File: src/rtl/picorv32_axi_bridge.sv
// picorv32 native memory interface to AXI4-Lite master bridge.
// Only per-channel acceptance flags are stored; address, data and
// handshake outputs are combinational so a request issues in cycle 0.
module picorv32_axi_bridge (
    input  logic        clk,
    input  logic        reset,

    input  logic        mem_valid,
    input  logic        mem_instr,
    output logic        mem_ready,
    input  logic [31:0] mem_addr,
    input  logic [31:0] mem_wdata,
    input  logic [3:0]  mem_wstrb,
    output logic [31:0] mem_rdata,

    output logic        mem_axi_awvalid,
    input  logic        mem_axi_awready,
    output logic [31:0] mem_axi_awaddr,
    output logic [2:0]  mem_axi_awprot,

    output logic        mem_axi_wvalid,
    input  logic        mem_axi_wready,
    output logic [31:0] mem_axi_wdata,
    output logic [3:0]  mem_axi_wstrb,

    input  logic        mem_axi_bvalid,
    output logic        mem_axi_bready,

    output logic        mem_axi_arvalid,
    input  logic        mem_axi_arready,
    output logic [31:0] mem_axi_araddr,
    output logic [2:0]  mem_axi_arprot,

    input  logic        mem_axi_rvalid,
    output logic        mem_axi_rready,
    input  logic [31:0] mem_axi_rdata
);

    logic ack_aw_q, ack_aw_d;
    logic ack_w_q,  ack_w_d;
    logic ack_ar_q, ack_ar_d;
    logic is_write;
    logic is_read;
    logic xfer_done;

    assign is_write = |mem_wstrb;
    assign is_read  = ~is_write;

    // Address/data channels pass straight through; instruction fetches flag prot[2].
    assign mem_axi_awaddr = mem_addr;
    assign mem_axi_awprot = 3'b000;
    assign mem_axi_wdata  = mem_wdata;
    assign mem_axi_wstrb  = mem_wstrb;
    assign mem_axi_araddr = mem_addr;
    assign mem_axi_arprot = {mem_instr, 2'b00};

    // Each valid is withdrawn once its channel has accepted this request.
    assign mem_axi_awvalid = mem_valid & is_write & ~ack_aw_q;
    assign mem_axi_wvalid  = mem_valid & is_write & ~ack_w_q;
    assign mem_axi_arvalid = mem_valid & is_read  & ~ack_ar_q;
    assign mem_axi_bready  = mem_valid & is_write;
    assign mem_axi_rready  = mem_valid & is_read;

    // Response on either channel completes the native request.
    assign mem_ready = mem_axi_bvalid | mem_axi_rvalid;
    assign mem_rdata = mem_axi_rdata;
    assign xfer_done = mem_valid & mem_ready;

    // Next flag values: completion clears all, otherwise accepted channels latch.
    always_comb begin
        ack_aw_d = ack_aw_q;
        ack_w_d  = ack_w_q;
        ack_ar_d = ack_ar_q;
        if (xfer_done) begin
            ack_aw_d = 1'b0;
            ack_w_d  = 1'b0;
            ack_ar_d = 1'b0;
        end else begin
            if (mem_axi_awvalid && mem_axi_awready) ack_aw_d = 1'b1;
            if (mem_axi_wvalid  && mem_axi_wready)  ack_w_d  = 1'b1;
            if (mem_axi_arvalid && mem_axi_arready) ack_ar_d = 1'b1;
        end
    end

    // Acceptance flag registers with asynchronous clear.
    always_ff @(posedge clk or posedge reset) begin
        if (reset) begin
            ack_aw_q <= 1'b0;
            ack_w_q  <= 1'b0;
            ack_ar_q <= 1'b0;
        end else begin
            ack_aw_q <= ack_aw_d;
            ack_w_q  <= ack_w_d;
            ack_ar_q <= ack_ar_d;
        end
    end

endmodule

File: config.mk
export PLATFORM = sky130hd
export DESIGN_NAME = picorv32_axi_bridge
export DESIGN_NICKNAME = d
export VERILOG_FILES = /design/src/rtl/picorv32_axi_bridge.sv
export SDC_FILE = /design/constraint.sdc
export NUM_CORES = 1
export LEC_CHECK = 0
export CORE_AREA = 5 5 94 96
export CTS_CLUSTER_DIAMETER = 100
export DETAILED_ROUTE_END_ITERATION = 10
export DIE_AREA = 0 0 99 101
export PLACE_DENSITY_LB_ADDON = 0.08
export SLEW_MARGIN = 20
export SYNTH_ARGS = -nofsm -noshare
export SYNTH_HDL_FRONTEND = slang
export SYNTH_SLANG_ARGS = --single-unit
File: constraint.sdc
create_clock -name clk -period 1.28 [get_ports clk]
set_clock_uncertainty 0.05 [all_clocks]
set_input_delay 0.256 -clock clk [delete_from_list [all_inputs] [get_ports clk]]
set_output_delay 0.256 -clock clk [all_outputs]
set_load 0.01 [all_outputs]
# After elaboration in Yosys (flattened, before gate mapping)
# Index checks and enable logic that the tools add are counted.
# word_totals
register_bits,3
latch_bits,0
ram_bits,0
romBits,0
input_bits,109
out_inout_bits,144
memories,0
# classes
addsub,0
n_mul,0
div,0
order_cmp,0
n_eq_ne,0
shifts,0
mux,6
n_bitwise,11
reduce_logical,7
# ops
operator,n
$and A1 B1 Y1,6
$mux W1,6
$reduce_bool A2 Y1,3
$not A1 Y1,4
$reduce_or A4 Y1,1
$logic_and A1 B1 Y1,3
$or A1 B1 Y1,1

# Logic depth before layout (Yosys ltp)
# Gate-level depths: netlist of the first run.
# logic_depth
depth_word,7
depth_mapped,2
ltp_nobuf,2

# Least setup slack after synthesis of the first run
# OpenSTA, ideal clock, no wires.
# synth_path
path_type,input to output
start,input port mem_wstrb[1]
end,output port mem_axi_arvalid
arrival_time_ps,842
required_time_ps,974
setup_slack_ps,132
cell_stages,2
path_buffers,0
cell_sequence,nor4_4 -> nor3b_2
# synth_between
elab_chain_len,4
# synth_rtl
element,line,source
"start, declared",13,"input logic [3:0] mem_wstrb,"
$reduce_or A4 Y1,46,assign is_write = |mem_wstrb;
$not A1 Y1,47,assign is_read = ~is_write;
$and A1 B1 Y1 (2 in series),60,assign mem_axi_arvalid = mem_valid & is_read & ~ack_ar_q;
"end, declared",29,"output logic mem_axi_arvalid,"
# No other way between the ends.

# Worst setup path in the final report of the first run
# layout_path
start,input port mem_wstrb[0]
end,output port mem_axi_arvalid
# The elaborated chain is that of the path after synthesis.

==> results of run 1 <==
## layout by cell type, fill, tap and decap left out
cell type / synthesis / layout
a221o_1: 1 / 1
and2_1: 1 / 1
and4bb_1: 1 / 1
buf_2: 0 / 7
buf_4: 138 / 12
buf_6: 0 / 1
buf_8: 0 / 2
clkbuf_1: 0 / 1
clkbuf_8: 0 / 3
clkdlybuf4s15_1: 0 / 1
clkdlybuf4s50_1: 0 / 6
conb_1: 1 / 5
dfrtp_1: 3 / 3
dlygate4sd2_1: 0 / 3
dlymetal6s2s_1: 0 / 1
inv_1: 5 / 5
nand2b_1: 2 / 2
nand4bb_1: 2 / 2
nor2_1: 2 / 2
nor3b_1: 1 / 1
nor3b_4: 0 / 1
nor4_4: 1 / 1
o221ai_1: 2 / 2
o41ai_2: 1 / 1
or2_1: 1 / 1
## critical path, cell delays in order
cell     delay [ps]
buf_8           100
nor4_4          260
buf_4           150
nor3b_4         170
buf_2           150
## registers in the layout, summed over array words and instances, names as in the netlist
register,flops
ack_w_q,1
ack_ar_q,1
ack_aw_q,1
## metrics by stage
step | instance area (sq um) | instances | hold slack, ps | util, %
global route | 723.2 | 171 | 191.8 | 9.075
CTS | 721.9 | 171 | 171.1 | 9.060
detailed placement | 681.9 | 165 | 400.7 | 8.557
floorplan | 1301 | 167 | -40.36 | -
global placement | 681.9 | 165 | 408.5 | 8.557
finish | 723.2 | 171 | 167.0 | 9.075
## worst paths after layout
kind,cells after the start,slack [ps],start,to
min reg2reg,3,560,ack_w_q$_DFFE_PP0P_,ack_w_q$_DFFE_PP0P_
max,5,-120,mem_wstrb[0],mem_axi_arvalid
min,2,170,reset,ack_w_q$_DFFE_PP0P_
min in group clk,0,460,mem_wdata[22],mem_axi_wdata[22]
max in group asynchronous,2,870,reset,ack_aw_q$_DFFE_PP0P_
max reg2reg,3,200,ack_ar_q$_DFFE_PP0P_,ack_ar_q$_DFFE_PP0P_
## cells in the mapped netlist (all sizes together)
master,count,area (sq um)
a221o,1,10.01
and2,1,6.260
and4bb,1,12.51
buf,138,1036
conb,1,3.750
dfrtp,3,75.07
inv,5,18.77
nand2b,2,12.51
nand4bb,2,22.52
nor2,2,7.510
nor3b,2,20.02
nor4,1,21.27
o221ai,2,17.52
o41ai,1,16.27
or2,1,6.260
## routing by layer
layer	wire (um)	GRT usage [%]	part of all wire (%)	vias to the layer above
li1	-	-	-	169
met1	567	3.009	22	191
met4	278	6.933	11	0
met2	1135	6.818	43	85
met3	653	4.913	25	42
met5	0	0	0	-
## power by group through the flow
stage | clock, uW | combinational, uW | sequential, uW
6_report | 271 | 152 | 109
5_1_grt | 293 | 171 | 109
3_5_place_dp | 0 | 165 | 110
4_1_cts | 281 | 157 | 109
2_1_floorplan | 0 | 481 | 109
3_3_place_gp | 0 | 168 | 109
## cell type report
type | count | area (sq um)
inverter | 5 | 18.77
fill | 926 | 7246
timing repair buffer | 33 | 275.3
clock buffer | 4 | 45.04
sequential | 3 | 75.07
tap | 105 | 131.4
multi-input combinational | 21 | 177.7
## logic make-up (layout without fill, tap and decap cells)
logic type | after synthesis | in the layout
AO/OA/AOI/OAI | 4 | 4
flip-flops | 3 | 3
buffers and inverters | 143 | 42
AND/OR/NAND/NOR | 12 | 12
other | 1 | 5
## timing repair
action	4_1_cts	5_1_grt
pin swaps	3	1
setup endpoints to repair	13	5
setup buffers	2	0
resized for setup	51	4
==> impl_results.md, run 1 <==
- MaxCap Viol Count: 0
- Failing checks: setup timing
- RSZ-0062 raised after global routing: yes
- Mux contribution to synthesized area: 0%
- CP required: 970 ps
- Final Hold Fails: 0
- Total wire length: 2.635 mm
- Sw power: 129.3 uW
- Mean Syn Cell Area: 7.891 sq um
- Layout cell share with drive strength beyond 1: 42.42%
- Drt pass-1 iters: 3
- Clock Sink Count: 3
- Synth Area in Compound Gates: 3.405%
- Syn Inst Count: 163
- Diode count: 0
- Die X: 99 um
- Clock slew at reported path FFs: 30 ps
- Min-delay worst type: input pin to async pin
- Internal Power: 402.6 uW
- CP Class: input pin to primary output
- Grt total ovfl: 0
- Vias in the first global route: 537
- Peak supply drop: 0.0001677 V
- Seq cells post-synth: 3
- Critical Path Fanout Max: 3
- Post-Synth Simple-Gate Area: 8.463%
- Vias/cell: 2.848
- Sequential area share after synthesis: 5.837%
- Post-Synth XOR/XNOR Area: 0%
- Routed wire per std cell: 15.41 um
- Synthesis Warnings: 0
- Clock Tree Root: clkbuf_8
- Rows: 33
- Outcome: complete, but fails checks
- Vias: 487
- Power Total: 531.9 uW
- Largest family of logic cells by synthesized area: buffers and inverters
- Adder-cell share of the synthesized area: 0%
- Worst Setup End Kind: primary output
- Skew-Pair Late Insertion Delay: 210 ps
- LEAKAGE: 0.0003112 uW
- Sum Neg Setup Slack: -303.6 ps
- GRT Total Usage: 4.918%
- First-pass GRT wire length: 3.650 mm
- Place WS: -921.1 ps
- CTS tree: built
- Antenna violations before repair: 0
- H-Tree Depth: 1
- Slew Viols, Final: 0
- Drc violations: 0
- # hold bufs at CTS: 0
- Clock buffer count from CTS: 3
- Die height: 101 um
- Mapped Area: 1286 sq um
- Area growth syn-to-layout: -43.77%
- Seq pwr share: 20.4%
- Starting DRT DRC Count: 3
- Power per cell area: 735.5 nW/um^2
- DP HPWL: 2.347 mm
- Synth unique cells: 16
- Core Region: 7969 sq um
- Combinational Power Share: 28.7%
- Routed Antenna Nets: 0
- Initial Utilization: 16.14%
- Clock power frac: 50.9%
- Layout Nets: 176
- Switching share of power: 24.30%
- Io pins: 253
- Worst Path Arrival: 1090 ps
- Final Cycle Share: 109.1%
- Startpoint types: input pin
- Clock Tree Buf Depth: 2
- Final Worst Setup Slack: -116.3 ps
- Largest net degree at the start of global routing: 6
- Die area: 9999 sq um
- Gpl congestion: 0.6304
- Fmax: 716.2 MHz
- Final setup viols: 4
- Final critical-path required period: 1396 ps
- PortBufs: 21
Power figures use the tool's default switching activity.
==> run 2: changes to the inputs <==
- CELL_PAD_IN_SITES_DETAIL_PLACEMENT: unset -> 1
- CELL_PAD_IN_SITES_GLOBAL_PLACEMENT: unset -> 1
- CORE_AREA: 5 5 94 96 -> unset
- CORE_MARGIN: unset -> 5
- CORE_UTILIZATION: unset -> 11
- DIE_AREA: 0 0 99 101 -> unset
==> run 2 against run 1 <==
The run still ends with setup timing left. Critical endpoint unchanged. Power is 46% higher. Critical path depth unchanged. Via count down 4.9%. Final area is 16% higher.
==> impl_results.md, run 2 (synthesized netlist as in run 1, its figures left out) <==
- Wl on met1: 856 um (was 567 um)
- Most frequent cells in the layout: buf_4, conb_1, clkdlybuf4s50_1, buf_2 (was buf_4, buf_2, clkdlybuf4s50_1, inv_1, conb_1)
- # hold bufs at CTS: 0 (unchanged)
- Io pins: 253 (unchanged)
- Seq pwr share: 14.2% (was 20.4%)
- Largest net degree at the start of global routing: 6 (unchanged)
- Drc violations: 0 (unchanged)
- Grt total ovfl: 0 (unchanged)
- Antenna violations before repair: 0 (unchanged)
- Startpoint types: input pin (unchanged)
- CP required: 970 ps (about the same)
- Clock Sink Count: 3 (unchanged)
- Skew-Pair Late Insertion Delay: 220 ps (was 210 ps)
- Final setup viols: 4 (unchanged)
- Reg2reg start: ack_ar_q$_DFFE_PP0P_ (unchanged)
- Final Worst Setup Slack: -108.9 ps (was -116.3 ps)
- DP HPWL: 2.201 mm (was 2.347 mm)
- Finished Layout Cells: 211 (was 171)
- Layout Nets: 178 (was 176)
- Power per cell area: 923.7 nW/um^2 (was 735.5 nW/um^2)
- # fillers: 1372 (was 926)
- H-Tree Depth: 1 (unchanged)
- Vias/cell: 2.194 (was 2.848)
- Combinational Power Share: 22.3% (was 28.7%)
- Register area: 75.07 sq um (unchanged)
- Critical path destination: mem_axi_arvalid (unchanged)
- LEAKAGE: 0.0003398 uW (was 0.0003112 uW)
- Switching share of power: 21.09% (was 24.30%)
- Routed wl met2: 950 um (was 1.135 mm)
- Die height: 118.1 um (was 101 um)
- Largest regs: ack_ar_q x1, ack_aw_q x1, ack_w_q x1 (unchanged)
- WL met3: 561 um (was 653 um)
- Rows: 39 (was 33)
- Routed wire per std cell: 12.51 um (was 15.41 um)
- RSZ-0062 raised after global routing: yes (unchanged)
- Outcome: complete, but fails checks (unchanged)
- Starting DRT DRC Count: 10 (was 3)
- PortBufs: 21 (unchanged)
- Final Cycle Share: 108.5% (was 109.1%)
- Worst r2r path cells: 3 (unchanged)
- Place WS: -918.6 ps (was -921.1 ps)
- Die area: 13960 sq um (was 9999 sq um)
- Clock Tree Buf Depth: 2 (unchanged)
- Min-delay worst type: input pin to async pin (unchanged)
- Diode count: 0 (unchanged)
- Gpl congestion: 0.6538 (was 0.6304)
- MaxCap Viol Count: 0 (unchanged)
- CP Class: input pin to primary output (unchanged)
- Final critical-path required period: 1389 ps (was 1396 ps)
- Vias in the first global route: 603 (was 537)
- Vias: 463 (was 487)
- Routed Antenna Nets: 0 (unchanged)
- First-pass GRT wire length: 3.822 mm (was 3.650 mm)
- Final Hold Fails: 0 (unchanged)
- Power Total: 775.5 uW (was 531.9 uW)
- Critical Path Fanout Max: 3 (unchanged)
- GRT Total Usage: 3.559% (was 4.918%)
- Sw power: 163.6 uW (was 129.3 uW)
- Placed cell count: 203 (was 165)
- Failing checks: setup timing (unchanged)
- Fmax: 720.0 MHz (was 716.2 MHz)
- Worst Setup End Kind: primary output (unchanged)
- Initial Utilization: 11.26% (was 16.14%)
- Slew Viols, Final: 0 (unchanged)
- Core Region: 11420 sq um (was 7969 sq um)
- Most common cell after layout, fill and taps aside: buf_4 (unchanged)
- Layout cell share with drive strength beyond 1: 51.47% (was 42.42%)
- R2R Setup Slk: 210 ps (was 200 ps)
- End of the worst register-to-register path: ack_ar_q$_DFFE_PP0P_ (unchanged)
- Internal Power: 611.9 uW (was 402.6 uW)
- Clock buffer count from CTS: 3 (unchanged)
- CTS tree: built (unchanged)
- Clock power frac: 63.5% (was 50.9%)
- Clock slew at reported path FFs: 30 ps (about the same)
- Uppermost layer routed: met4 (unchanged)
- CP startpoint: mem_wstrb[2] (was mem_wstrb[0])
- Clock Tree Root: clkbuf_16 (was clkbuf_8)
- Peak supply drop: 0.0004923 V (was 0.0001677 V)
- Area growth syn-to-layout: -34.73% (was -43.77%)
- Footprint of the multi-input gates: 187.7 sq um (was 177.7 sq um)
- Worst Path Arrival: 1080 ps (was 1090 ps)
- Die X: 118.1 um (was 99 um)
- Total wire length: 2.639 mm (was 2.635 mm)
- Drt pass-1 iters: 2 (was 3)
## run 2: cell types whose count changed in the layout (fill, tap and decap cells not counted), sizes merged
cell           previous run  this run
buf                      22        24
clkbuf                    4         5
clkdlybuf4s50             6         5
dlygate4sd2               3         4
dlymetal6s2s              1         0
## run 2: critical path: stages
cell and delay, ps:
buf_12 110, nor4_4 260, buf_4 150, nor3b_2 140, buf_2 160
## run 2: area by class of cell
cell class | count | share of cell area [%]
Clock buffer | 4 | 9.389
Sequential cell | 3 | 8.942
Timing Repair Buffer | 35 | 35.77
Inverter | 5 | 2.235
Multi-Input combinational cell | 21 | 22.35
Tap cell | 143 | 21.31
## run 2: through the flow
stage                     hold WS [ps]  instance area, sq um  utilization (%)  setup TNS [ps]
after detailed placement         425.8                 729.5            6.388           -7966
final                            186.6                 839.6            7.353          -331.4
after global routing             210.0                 839.6            7.353          -568.1
after floorplan                 -40.36                  1301                -               0
after CTS                        200.5                 815.8            7.144          -345.8
after global placement           443.9                 729.5            6.388           -7962
## run 2: worst min path at each step
stage | to | slack, ps | startpoint | depth (start not counted)
2_1_floorplan | ack_ar_q$_DFFE_PP0P_ | -40 | reset | 1
3_3_place_gp | ack_ar_q$_DFFE_PP0P_ | 440 | reset | 2
3_5_place_dp | ack_ar_q$_DFFE_PP0P_ | 430 | reset | 2
4_1_cts | ack_ar_q$_DFFE_PP0P_ | 200 | reset | 2
5_1_grt | ack_ar_q$_DFFE_PP0P_ | 210 | reset | 2
6_report | ack_ar_q$_DFFE_PP0P_ | 190 | reset | 2
## run 2: power groups by stage
stage	Clock [uW]	Combinational [uW]	Sequential, uW
after floorplan	0	481	109
after global placement	0	171	111
after detailed placement	0	170	110
after CTS	501	167	111
after global routing	514	190	113
final	492	173	110
## run 2: metal layers
layer | vias to the layer above | track usage (%)
met5 | - | 0
met4 | 0 | 4.444
met3 | 54 | 3.104
met2 | 68 | 4.079
met1 | 169 | 3.347
li1 | 172 | -
## run 2: repair_timing
item | in CTS | in global routing
pin swaps | 3 | 1
endpoints found under the hold margin | 0 | 0
gates resized for setup | 60 | 8
endpoints found under the setup margin | 13 | 5
buffers inserted | 3 | 1
